## config.mk

```make
export PLATFORM = sky130hd
export DESIGN_NAME = fpadd_arbiter_flat
export DESIGN_NICKNAME = d
export VERILOG_FILES = /design/src/rtl/fpadd_pkg.sv /design/src/rtl/fpadd_arbiter_if.sv /design/src/rtl/fpadd_arbiter_rr_picker.sv /design/src/rtl/fpadd_arbiter.sv /design/src/flat_wrapper.sv
export SDC_FILE = /design/constraint.sdc
export NUM_CORES = 1
export LEC_CHECK = 0
export CAP_MARGIN = 15
export CORE_UTILIZATION = 41
export CTS_CLUSTER_DIAMETER = 30
export DETAILED_ROUTE_END_ITERATION = 7
export PLACE_DENSITY = 0.87
export SLEW_MARGIN = 20
export SYNTH_ARGS = -nofsm -noshare
export SYNTH_HDL_FRONTEND = slang
export SYNTH_SLANG_ARGS = --single-unit
```

## constraint.sdc

```tcl
create_clock -name clk -period 6.68 [get_ports clk]
set_clock_uncertainty 0.05 [all_clocks]
set_input_delay 0.668 -clock clk [delete_from_list [all_inputs] [get_ports clk]]
set_output_delay 0.668 -clock clk [all_outputs]
set_load 0.02 [all_outputs]
```

## src/rtl/fpadd_pkg.sv

```systemverilog
// Shared types for the FP adder arbiter: operand word, FSM encoding, counter width.
package fpadd_pkg;

    localparam int unsigned FP_WIDTH = 32;
    localparam int unsigned LAT_W    = 4;

    typedef enum logic [1:0] {IDLE, WAIT, RESP} arb_state_t;

    typedef logic [FP_WIDTH-1:0] fp32_t;

endpackage

```

## src/rtl/fpadd_arbiter_if.sv

```systemverilog
// Request, adder and response signals of the FP adder arbiter.
interface fpadd_arbiter_if
    import fpadd_pkg::*;
#(
    parameter int unsigned NREQ = 2
);
    localparam int unsigned IW = $clog2(NREQ);

    logic [NREQ-1:0] req_valid;
    logic [NREQ-1:0] req_ready;
    fp32_t           req_a [NREQ];
    fp32_t           req_b [NREQ];

    fp32_t           add_a;
    fp32_t           add_b;
    logic            add_start;
    fp32_t           add_sum;

    logic            rsp_valid;
    logic            rsp_ready;
    fp32_t           rsp_sum;
    logic [IW-1:0]   rsp_id;
    logic            busy;

    modport master (
        input  req_valid, req_a, req_b, add_sum, rsp_ready,
        output req_ready, add_a, add_b, add_start, rsp_valid, rsp_sum, rsp_id, busy
    );

    modport slave (
        output req_valid, req_a, req_b, add_sum, rsp_ready,
        input  req_ready, add_a, add_b, add_start, rsp_valid, rsp_sum, rsp_id, busy
    );

endinterface

```

## src/rtl/fpadd_arbiter_rr_picker.sv

```systemverilog
// Combinational round-robin picker: first set request at or above the pointer, wrapping.
module rr_picker #(
    parameter int unsigned NREQ = 2,
    parameter int unsigned IW   = $clog2(NREQ)
) (
    input  logic [NREQ-1:0] i_req,
    input  logic [IW-1:0]   i_ptr,
    output logic [NREQ-1:0] o_grant,
    output logic [IW-1:0]   o_idx,
    output logic            o_any
);

    logic [31:0]   w_pos;
    logic [IW-1:0] w_cand;

    always_comb begin
        o_grant = '0;
        o_idx   = '0;
        o_any   = 1'b0;
        w_pos   = '0;
        w_cand  = '0;
        for (int unsigned off = 0; off < NREQ; off++) begin
            w_pos = 32'(i_ptr) + off;
            if (w_pos >= NREQ) begin
                w_pos = w_pos - NREQ;
            end
            w_cand = IW'(w_pos);
            if (!o_any && i_req[w_cand]) begin
                o_any           = 1'b1;
                o_grant[w_cand] = 1'b1;
                o_idx           = w_cand;
            end
        end
    end

endmodule

```

## src/rtl/fpadd_arbiter.sv

```systemverilog
// Round-robin arbiter sharing one fixed-latency FP adder; one operation in flight at a time.
module fpadd_arbiter
    import fpadd_pkg::*;
#(
    parameter int unsigned NREQ    = 2,
    parameter int unsigned ADD_LAT = 1
) (
    input  logic           clk,
    input  logic           reset,
    fpadd_arbiter_if.master bus
);

    localparam int unsigned IW = $clog2(NREQ);

    arb_state_t       r_state;
    arb_state_t       w_next;
    logic [IW-1:0]    r_rr_ptr;
    logic [IW-1:0]    r_id;
    logic [LAT_W-1:0] r_lat_cnt;
    fp32_t            r_add_a;
    fp32_t            r_add_b;
    fp32_t            r_rsp_sum;

    logic [NREQ-1:0]  w_grant;
    logic [IW-1:0]    w_idx;
    logic             w_any;
    logic             w_accept;
    logic             w_last;

    rr_picker #(
        .NREQ (NREQ),
        .IW   (IW)
    ) u_picker (
        .i_req   (bus.req_valid),
        .i_ptr   (r_rr_ptr),
        .o_grant (w_grant),
        .o_idx   (w_idx),
        .o_any   (w_any)
    );

    assign w_accept = (r_state == IDLE) && w_any;
    assign w_last   = (r_lat_cnt == LAT_W'(1));

    always_ff @(posedge clk or posedge reset) begin
        if (reset) begin
            r_state <= IDLE;
        end else begin
            r_state <= w_next;
        end
    end

    always_comb begin
        w_next = r_state;
        case (r_state)
            IDLE:    if (w_any)         w_next = WAIT;
            WAIT:    if (w_last)        w_next = RESP;
            RESP:    if (bus.rsp_ready) w_next = IDLE;
            default:                    w_next = IDLE;
        endcase
    end

    always_ff @(posedge clk or posedge reset) begin
        if (reset) begin
            r_rr_ptr  <= '0;
            r_id      <= '0;
            r_lat_cnt <= '0;
            r_add_a   <= '0;
            r_add_b   <= '0;
            r_rsp_sum <= '0;
        end else begin
            if (w_accept) begin
                r_add_a   <= bus.req_a[w_idx];
                r_add_b   <= bus.req_b[w_idx];
                r_id      <= w_idx;
                r_rr_ptr  <= (w_idx == IW'(NREQ - 1)) ? '0 : w_idx + 1'b1;
                r_lat_cnt <= LAT_W'(ADD_LAT);
            end
            if (r_state == WAIT) begin
                r_lat_cnt <= r_lat_cnt - 1'b1;
                if (w_last) begin
                    r_rsp_sum <= bus.add_sum;
                end
            end
        end
    end

    // Grant is masked during reset because the picker still sees pointer 0 and live requests.
    always_comb begin
        bus.req_ready = ((r_state == IDLE) && !reset) ? w_grant : '0;
        bus.add_start = (r_state == WAIT) && (r_lat_cnt == LAT_W'(ADD_LAT));
        bus.rsp_valid = (r_state == RESP);
        bus.busy      = (r_state != IDLE);
    end

    assign bus.add_a   = r_add_a;
    assign bus.add_b   = r_add_b;
    assign bus.rsp_sum = r_rsp_sum;
    assign bus.rsp_id  = r_id;

endmodule
```

## src/flat_wrapper.sv

```systemverilog
// flat-port wrapper written by rule: the top's interface ports become plain ports
module fpadd_arbiter_flat import fpadd_pkg::*;
#(
    parameter int unsigned NREQ    = 2,
    parameter int unsigned ADD_LAT = 1
)
  (clk, reset, bus_req_valid, bus_req_a, bus_req_b, bus_add_sum, bus_rsp_ready, bus_req_ready, bus_add_a, bus_add_b, bus_add_start, bus_rsp_valid, bus_rsp_sum, bus_rsp_id, bus_busy);
  fpadd_arbiter_if #(.NREQ(NREQ)) bus_i ();
  input  logic clk;
  input  logic reset;
  input wire logic [$bits(bus_i.req_valid)-1:0] bus_req_valid;
  input wire logic [$bits(bus_i.req_a)-1:0] bus_req_a;
  input wire logic [$bits(bus_i.req_b)-1:0] bus_req_b;
  input wire logic [$bits(bus_i.add_sum)-1:0] bus_add_sum;
  input wire logic [$bits(bus_i.rsp_ready)-1:0] bus_rsp_ready;
  output wire logic [$bits(bus_i.req_ready)-1:0] bus_req_ready;
  output wire logic [$bits(bus_i.add_a)-1:0] bus_add_a;
  output wire logic [$bits(bus_i.add_b)-1:0] bus_add_b;
  output wire logic [$bits(bus_i.add_start)-1:0] bus_add_start;
  output wire logic [$bits(bus_i.rsp_valid)-1:0] bus_rsp_valid;
  output wire logic [$bits(bus_i.rsp_sum)-1:0] bus_rsp_sum;
  output wire logic [$bits(bus_i.rsp_id)-1:0] bus_rsp_id;
  output wire logic [$bits(bus_i.busy)-1:0] bus_busy;
  assign bus_i.req_valid = bus_req_valid;
  assign bus_i.req_a = {>>{bus_req_a}};
  assign bus_i.req_b = {>>{bus_req_b}};
  assign bus_i.add_sum = bus_add_sum;
  assign bus_i.rsp_ready = bus_rsp_ready;
  assign bus_req_ready = bus_i.req_ready;
  assign bus_add_a = bus_i.add_a;
  assign bus_add_b = bus_i.add_b;
  assign bus_add_start = bus_i.add_start;
  assign bus_rsp_valid = bus_i.rsp_valid;
  assign bus_rsp_sum = bus_i.rsp_sum;
  assign bus_rsp_id = bus_i.rsp_id;
  assign bus_busy = bus_i.busy;
  fpadd_arbiter #(.NREQ(NREQ), .ADD_LAT(ADD_LAT)) u_core (.clk(clk), .reset(reset), .bus(bus_i));
endmodule
```

==> reports/metrics.yaml <==
timing:
  setup-tns-final_ns: 0
  finalCritPeriodShare_pct: 52.4
  finalHoldViolCount: 0
  max_slew_margin_pct: 41.8
  slew_violations: 0
  worst-slew-pin-transition_ns: 0.872
  grt_setup_unrepaired: "no"
  setup_viol: 0
  timing.fmax_mhz: 286
  min_period_ns: 3.50
layout:
  fill_cells: 781
  fin_nets: 751
  finalInstanceArea_um2: 7370
  diodes: 0
  area_growth_pct: 64.9
  drive_gt1_share_pct: 9.68
routing:
  drt_pre_antenna_iters: 5
  drt_wl_total_mm: 13.5
  viasPerCell: 5.42
  detail_route.iter0.violations: 184
  ant_nets: 0
  drc: 0
  wire_per_inst_um: 18.6
  num_vias: 3931
critical_path:
  slowest_stage: "clkdlybuf4s50_1"
  worstPathMaxFanout: 66
  cp.buffers_inverters: 3
  crit_start: "bus_req_valid[0]"
  critical_path_arrival_ns: 2.78
  reg2regPathDepth: 5
  worst-setup-path-type: "input port to primary output"
  worstSetupStartpointType: "input port"
  cp-end-kind: "primary output"
  path_delay_family: "buffers and inverters"
  r2r-start: "u_core.r_lat_cnt[1]$_DFFE_PP0P_"
  regToRegSetupSlack_ns: 4.60
  cp_data_required_time_ns: 5.96
  slowest_delay_ns: 0.60
  crit_top_cell: "clkdlybuf4s50_1"
  r2r-end: "u_core.bus.rsp_sum[9]$_DFFE_PP0P_"
  crit_chain: "clkdlybuf4s50_1 -> nand2b_1 -> and3_2 -> buf_4 -> and2_1 -> clkdlybuf4s50_1"
cts:
  cts_buffers: 9
  cts_tree: "built"
  cts_setup_buffers: 0
  cts.sinks: 104
  cts_resized: 0
  htreeDepth: 3
  cts_buffer_depth: 2
  insertion_delay_ns: 0.35
  cts_hold_buf: 0
  clk_pin_slew_ns: 0.11
  cts_root_buf: "clkbuf_8"
grt:
  grt_use_total_pct: 24.0
  grt_overflow_total: 0
  grt_max_degree: 71
  grt_pass1_vias: 4147
  grt_pass1_wl_mm: 21.1
  antenna_found_initial: 0
synthesis:
  synth-seq-cells: 104
  yosys_warnings: 0
  synth_edf_count: 0
  synth_commonest_cells: "104 x dfrtp_1, 64 x a221o_1, 59 x a21boi_0"
  synthesis.nets: 502
  synth_top_area_cell: "dfrtp_1"
  synth.distinct_cells: 30
  ys_seq_area_share_pct: 58.2
  syn-cell-area_um2: 4470
  synth_top_area_share_pct: 58.2
  synth_cells: 335
  synth_area_leaders: "dfrtp_1 58%, a221o_1 14%, a21boi_0 9.9%, mux2_2 8.1%, buf_2 2.1%"
  avgSynthCellArea_um2: 13.3
  synth_most_common_cell: "dfrtp_1"
  synth-async-reset-ratio_pct: 100
  ys.flop_type: "dfrtp_1"
placement:
  gp_congestion: 0.760
  placed_area_um2: 7190
  post-dp-hpwl_mm: 9.73
  portBuffers: 266
worst_hold_path:
  worstHoldStart: "u_core.bus.rsp_id$_DFFE_PP0P_"
  min_to: "u_core.bus.rsp_id$_DFFE_PP0P_"
  hold_depth: 1
  hp-class: "flip-flop to flip-flop"
die:
  design.die.area_um2: 11300
  fp.dieH_um: 106
  fp-row-count: 37
  initial_utilization_pct: 42.7
  io_pins: 267
  coreArea_um2: 10500
  die_w_um: 106
pwr:
  vdd_drop_max_mv: 0.241
  power_density_nw_per_um2: 455
  cellLeakagePower_nw: 3.04
job:
  cap_viol_max_count: 0
run_status:
  status: "complete, no violations"
==> stage by stage <==
stage | hold WS, ns | worst slack [ns] | cells | util (%) | total power, W
detailed placement | 0.435 | 3.20 | 709 | 68.7 | 0.00300
global placement | 0.416 | 3.25 | 709 | 68.7 | 0.00294
finish | 0.460 | 3.18 | 725 | 70.5 | 0.00335
CTS | 0.459 | 3.20 | 725 | 70.5 | 0.00338
floorplan | 0.413 | 2.67 | 335 | - | 0.00214
global route | 0.485 | 3.10 | 725 | 70.5 | 0.00355
==> cell type report <==
type,count,area (um^2),share of cell area [%]
timing repair buffer,269,2690,36.4
inverter,6,25.0,0.339
clock buffer,9,124,1.68
multi-input combinational,194,1710,23.2
sequential,104,2600,35.3
tap,136,170,2.31
clock inverter,7,60.1,0.814
==> kinds of logic after synthesis <==
family | after synthesis | synth area share, %
fa+ha+maj | 2 | 0.560
simple gates | 23 | 2.91
compound gates | 135 | 26.1
flops | 104 | 58.2
buf+inv | 37 | 3.81
xor+xnor | 2 | 0.392
mux | 32 | 8.06
==> state kept, by name, summed over array words and instances, names as in the netlist <==
name / cells
u_core.bus.add_a: 32
u_core.bus.rsp_id: 1
u_core.bus.rsp_sum: 32
u_core.bus.add_b: 32
u_core.r_lat_cnt: 4
u_core.r_rr_ptr: 1
u_core.r_state: 2
==> worst max path at each step <==
stage	end	slack, ns	cells after the start
floorplan	bus_req_ready[0]	2.67	2
detailed placement	bus_req_ready[1]	3.20	6
global route	bus_req_ready[1]	3.10	6
global placement	bus_req_ready[1]	3.25	6
finish	bus_req_ready[1]	3.18	6
CTS	bus_req_ready[1]	3.20	6
==> routing by layer <==
| layer | global-route usage, % | part of all wire [%] |
|---|---|---|
| met1 | 28.8 | 40 |
| met2 | 42.5 | 52 |
| met3 | 4.84 | 6.0 |
| met4 | 9.00 | 2.5 |
| met5 | 0 | 0 |
==> where the power goes <==
| group | total, W | internal (W) | switching, W |
|---|---|---|---|
| clock network | 0.000368 | 0.000143 | 0.000225 |
| logic | 0.00186 | 0.000983 | 0.000878 |
| registers | 0.00112 | 0.000941 | 0.000182 |
==> cell usage in the layout, fill, tap and decap left out, drive strengths merged, types with 3 or more instances in the layout <==
master | netlist | routed
and2 | 3 | 3
nor2 | 5 | 5
a221o | 64 | 64
clkdlybuf4s50 | 0 | 266
dfrtp | 104 | 104
mux2 | 32 | 32
a21boi | 64 | 64
nand2 | 5 | 5
inv | 6 | 10
clkbuf | 11 | 9
clkinv | 0 | 3
buf | 20 | 3
nand2b | 3 | 3
(Power assumes the default switching activity.)
